<file path="src/rtl/div_ctrl.sv">
// div_ctrl: initiator-side controller for the multicycle divider.
// Latches operands on a request, pulses div_start, waits for div_done
// (bounded by TIMEOUT) and commits quotient/remainder to LO/HI. It also
// owns the HI/LO architectural registers for mthi/mtlo and stalls the
// pipeline while a divide is in flight.
module div_ctrl #(
    parameter int WIDTH   = 32,
    parameter int TIMEOUT = 64
) (
    input  logic             clk,
    input  logic             rst,
    input  logic             req,
    input  logic [WIDTH-1:0] op_a,
    input  logic [WIDTH-1:0] op_b,
    input  logic             hi_we,
    input  logic             lo_we,
    input  logic [WIDTH-1:0] wdata,
    output logic             div_start,
    output logic [WIDTH-1:0] div_a,
    output logic [WIDTH-1:0] div_b,
    input  logic             div_busy,
    input  logic             div_done,
    input  logic             div_dbz,
    input  logic [WIDTH-1:0] div_val,
    input  logic [WIDTH-1:0] div_rem,
    output logic [WIDTH-1:0] hi,
    output logic [WIDTH-1:0] lo,
    output logic             stall,
    output logic             ack,
    output logic             dbz_exc,
    output logic             tmo_err
);

    localparam int CW = (TIMEOUT > 2) ? $clog2(TIMEOUT) : 1;
    localparam logic [CW-1:0] CNT_LAST = CW'(TIMEOUT - 1);

    typedef enum logic [1:0] {
        S_IDLE  = 2'd0,
        S_ISSUE = 2'd1,
        S_WAIT  = 2'd2,
        S_WRITE = 2'd3
    } state_t;

    state_t          state_r;
    state_t          state_next_s;
    logic [CW-1:0]   cnt_r;
    logic            dbz_r;
    logic            busy_unused_s;

    // div_busy carries no sequencing meaning here; it is only observed by checkers.
    assign busy_unused_s = div_busy;

    // State register: reset forces IDLE immediately, even mid-divide.
    always_ff @(posedge clk or negedge rst) begin
        if (!rst) begin
            state_r <= S_IDLE;
        end else begin
            state_r <= state_next_s;
        end
    end

    // Next-state logic: done has priority over the timeout in WAIT.
    always_comb begin
        state_next_s = state_r;
        case (state_r)
            S_IDLE: begin
                if (req) begin
                    state_next_s = S_ISSUE;
                end else begin
                    state_next_s = S_IDLE;
                end
            end
            S_ISSUE: begin
                state_next_s = S_WAIT;
            end
            S_WAIT: begin
                if (div_done) begin
                    state_next_s = S_WRITE;
                end else if (cnt_r == CNT_LAST) begin
                    state_next_s = S_IDLE;
                end else begin
                    state_next_s = S_WAIT;
                end
            end
            S_WRITE: begin
                state_next_s = S_IDLE;
            end
            default: begin
                state_next_s = S_IDLE;
            end
        endcase
    end

    // Output decode from the registered state; stall also covers the request cycle.
    always_comb begin
        div_start = 1'b0;
        ack       = 1'b0;
        dbz_exc   = 1'b0;
        tmo_err   = 1'b0;
        case (state_r)
            S_IDLE: begin
                div_start = 1'b0;
            end
            S_ISSUE: begin
                div_start = 1'b1;
            end
            S_WAIT: begin
                if (!div_done && (cnt_r == CNT_LAST)) begin
                    tmo_err = 1'b1;
                end else begin
                    tmo_err = 1'b0;
                end
            end
            S_WRITE: begin
                if (dbz_r) begin
                    dbz_exc = 1'b1;
                end else begin
                    ack = 1'b1;
                end
            end
            default: begin
                div_start = 1'b0;
            end
        endcase
        stall = (state_r != S_IDLE) | req;
    end

    // Datapath: operand latch, timeout counter, result capture and HI/LO writes.
    // Results are loaded into HI/LO on the done edge so they are already
    // visible in the WRITE cycle, alongside ack.
    always_ff @(posedge clk or negedge rst) begin
        if (!rst) begin
            div_a <= {WIDTH{1'b0}};
            div_b <= {WIDTH{1'b0}};
            hi    <= {WIDTH{1'b0}};
            lo    <= {WIDTH{1'b0}};
            cnt_r <= {CW{1'b0}};
            dbz_r <= 1'b0;
        end else begin
            case (state_r)
                S_IDLE: begin
                    if (req) begin
                        div_a <= op_a;
                        div_b <= op_b;
                    end else begin
                        if (hi_we) begin
                            hi <= wdata;
                        end
                        if (lo_we) begin
                            lo <= wdata;
                        end
                    end
                end
                S_ISSUE: begin
                    cnt_r <= {CW{1'b0}};
                end
                S_WAIT: begin
                    cnt_r <= cnt_r + CW'(1);
                    if (div_done) begin
                        dbz_r <= div_dbz;
                        if (!div_dbz) begin
                            lo <= div_val;
                            hi <= div_rem;
                        end
                    end
                end
                S_WRITE: begin
                    dbz_r <= dbz_r;
                end
                default: begin
                    cnt_r <= {CW{1'b0}};
                end
            endcase
        end
    end

endmodule

</file>
<file path="config.mk">
export PLATFORM = sky130hd
export DESIGN_NAME = div_ctrl
export DESIGN_NICKNAME = d
export VERILOG_FILES = /design/src/rtl/div_ctrl.sv
export SDC_FILE = /design/constraint.sdc
export NUM_CORES = 1
export LEC_CHECK = 0
export CAP_MARGIN = 10
export CORE_MARGIN = 2
export CORE_UTILIZATION = 41
export CTS_CLUSTER_DIAMETER = 60
export DETAILED_ROUTE_END_ITERATION = 8
export GPL_ROUTABILITY_DRIVEN = 0
export PLACE_DENSITY = 0.81
export SLEW_MARGIN = 15
export SYNTH_ARGS = -nofsm -noshare
export SYNTH_HDL_FRONTEND = slang
export SYNTH_SLANG_ARGS = --single-unit
</file>
<file path="constraint.sdc">
create_clock -name clk -period 2.1 [get_ports clk]
set_input_delay 0.315 -clock clk [delete_from_list [all_inputs] [get_ports clk]]
set_output_delay 0.315 -clock clk [all_outputs]
set_load 0.02 [all_outputs]
</file>
==> impl_metrics.py <==
metrics = {
    "outcome": {
        "status": "finished, final reports clean",
    },
    "synth": {
        "netlist.top_cell.by_area": "dfrtp_1",
        "synth_fp_nets": 672,
        "synth_flop_cell": "dfrtp_1",
        "syn-instance-count": 499,
        "yosysTopAreaCellShare_pct": 55.90,
        "ys_async_sr_fraction_pct": 100.0,
        "ys_seq_elements": 137,
        "synth_common_cells": "dfrtp_1, inv_1, a21oi_1, mux2_2, mux2i_1",
        "synthTopCellsByArea": "dfrtp_1, mux2_2, mux2i_1",
        "yosysMostFrequentCell": "dfrtp_1",
        "synth_area_mm2": 0.006133,
        "synth.avg_cell_area_um2": 12.29,
        "synth_edf_count": 0,
        "yosys_warnings": 0,
        "synth.distinct_cells": 31,
        "synth_seq_area_share_pct": 55.90,
    },
    "global_routing": {
        "grt_pass1_vias": 5413,
        "track_usage_pct": 23.28,
        "grt_pass1_wl_mm": 28.65,
        "grt_max_degree": 56,
        "grt_remaining_overflow": 0,
        "antenna_found_initial": 1,
    },
    "setup_path": {
        "critPathKind": "reg -> out",
        "cp-start-kind": "register",
        "crit_path_end_kind": "output pin",
        "crit_chain": "inv_1 > ha_1 > or2b_1 > dlygate4sd2_1",
        "crit_required_ns": 1.78,
        "cp_max_fo": 5,
        "worstPathArrival_ns": 1.70,
        "cp_slowest_cell": "dfrtp_1",
        "slowest_delay_ns": 0.45,
    },
    "clock_network": {
        "path_clk_slew_ns": 0.06,
        "cts_root_buf": "clkbuf_16",
        "clk_latency_ns": 0.42,
        "h-tree-depth": 4,
        "cts_sinks": 137,
        "tritoncts.num_buffers": 17,
        "cts_setup_buffers": 0,
        "tritoncts": "done",
        "clockBufferDepth": 2,
    },
    "power_and_ir_drop": {
        "internal_power_mw": 9.988,
        "switchingPower_mw": 6.149,
        "pwr-share-seq_pct": 29.4,
        "comb_power_share_pct": 52.4,
        "power_density_mw_per_mm2": 1629,
        "p_leak_nw": 4.354,
        "switching_share_pct": 38.11,
        "ir_drop_uv": 928.8,
        "clockPowerShare_pct": 18.2,
    },
    "place": {
        "dp_hpwl_mm": 13.68,
        "portBuffers": 299,
        "dp_slack_ns": -0.04724,
    },
    "routing": {
        "via_count": 4848,
        "drt_first_iter_violations": 101,
        "wire_per_inst_um": 18.15,
        "vias_per_cell": 4.833,
        "drc": 0,
        "firstDrtPassIters": 4,
        "antenna_left": 0,
        "routed_wl_mm": 18.21,
    },
    "sta": {
        "rsz0062_at_grt": "false",
        "setup_ws_ns": 0.08294,
        "tightest_slew_ns": 0.4917,
        "clock.fmax_ghz": 0.4958,
        "min_period_over_period_pct": 96.05,
        "maxSlewHeadroom_pct": 67.22,
        "period_minus_slack_ns": 2.017,
        "hold_viol_final": 0,
        "finalSetupViolCount": 0,
        "slew_viol_final": 0,
        "fin_skew_ns": 0.007992,
    },
    "finish": {
        "layout.nets": 980,
        "diodes": 0,
        "drive_gt1_share_pct": 14.65,
        "area_growth_syn_to_layout_pct": 61.49,
        "utilization_pct": 67.89,
        "fillers": 1039,
    },
    "die": {
        "ioPinCount": 301,
        "initial_utilization_pct": 42.04,
        "coreArea_mm2": 0.01459,
        "die_h_um": 126.3,
        "die_w_um": 126.3,
        "die-area_mm2": 0.01595,
        "num_rows": 44,
    },
    "min_path": {
        "hold_path.class": "in -> async",
    },
    "run": {
        "cap_viol_max_count": 0,
    },
}
[registers in the layout, indices dropped and copies added, names as in the netlist]
| register | count |
|---|---|
| lo | 32 |
| state_r | 2 |
| cnt_r | 6 |
| div_a | 32 |
| dbz_r | 1 |
| div_b | 32 |
| hi | 32 |
[per-stage QoR]
| stage | setup TNS, ns | cells | hold WS [ns] | area [um2] | power, mW |
|---|---|---|---|---|---|
| floorplan | 0 | 499 | 0.01941 | 6133 | 9.482 |
| global placement | -0.04650 | 971 | 0.2701 | 9319 | 12.97 |
| detailed placement | -0.04724 | 971 | 0.2752 | 9319 | 13.25 |
| CTS | 0 | 1003 | 0.4092 | 9905 | 16.31 |
| global route | 0 | 1003 | 0.4468 | 9905 | 17.03 |
| finish | 0 | 1003 | 0.3972 | 9905 | 16.14 |
[cell families after synthesis]
logic type | synth area share (%)
xor gates and xnor gates | 0.1428
muxes | 22.54
buffers and inverters | 8.221
adders and majority gates | 1.020
AOI/OAI and AO/OA | 6.712
DFF | 55.90
and+or+nand+nor | 5.467
[power groups by stage]
stage	Combinational, mW	Clock, mW	Sequential, mW
2_1_floorplan	3.24	0	6.24
5_1_grt	9.03	3.10	4.90
4_1_cts	8.57	3.00	4.74
6_report	8.46	2.93	4.75
3_5_place_dp	8.50	0	4.75
3_3_place_gp	8.32	0	4.66
[cell usage in the layout (no fill, tap or decap), drive strengths merged, types with 2 or more instances in the layout]
cell type and count:
a21oi 65, a22oi 2, and2 2, buf 16
bufinv 2, clkbuf 21, clkdlybuf4s50 293, clkinv 4
clkinvlp 4, dfrtp 137, dlygate4sd2 3, ha 5
inv 71, mux2 65, mux2i 65, nand2 5
nand2b 3, nand3 5, nor2 3, nor2b 33
o21ai 4
[worst max-delay path, delay by kind of cell (launching register included)]
kind / cells / cell delay (ns)
fa+ha+maj: 1 / 0.19
buf+inv: 2 / 0.43
flops: 1 / 0.45
simple gates: 1 / 0.22
[layout make-up]
type                            count  area (um2)  area share [%]
Sequential cell                   137        3428           34.61
Timing Repair Buffer              315        3186           32.16
Multi-Input combinational cell    266        2218           22.40
Clock buffer                       20       456.7           4.611
Inverter                           70       262.8           2.653
Tap cell                          184       230.2           2.324
Clock inverter                     11       122.6           1.238
[layer usage]
metal,global-route usage (%),vias to the layer above,wire (um)
met5,0,-,0
met2,40.35,204,9378
met1,24.81,2336,6385
met4,7.175,0,342
met3,11.85,27,2099
li1,-,2281,-
[path summary, 6_finish.rpt]
kind                                      startpoint               endpoint  slack (ns)  cells after the start
max in group asynchronous                        rst   div_a[0]$_DFFE_PN0P_        0.95                      3
min in group clk                            op_a[17]  div_a[17]$_DFFE_PN0P_        0.50                      2
worst min-delay path                             rst     hi[21]$_DFFE_PN0P_        0.40                      2
worst min register to register  div_b[7]$_DFFE_PN0P_   div_b[7]$_DFFE_PN0P_        0.50                      1
worst max-delay path            state_r[1]$_DFF_PN0_                  stall        0.08                      4
worst max register to register  state_r[1]$_DFF_PN0_     hi[31]$_DFFE_PN0P_        0.23                      7
[repair_timing]
item,in CTS,in global routing
gates resized for setup,5,4
hold buffers,1,0
hold endpoints to repair,45,0
pin swaps,0,0
gates cloned,0,0
endpoints found under the setup margin,4,3
Power figures use the tool's default switching activity.
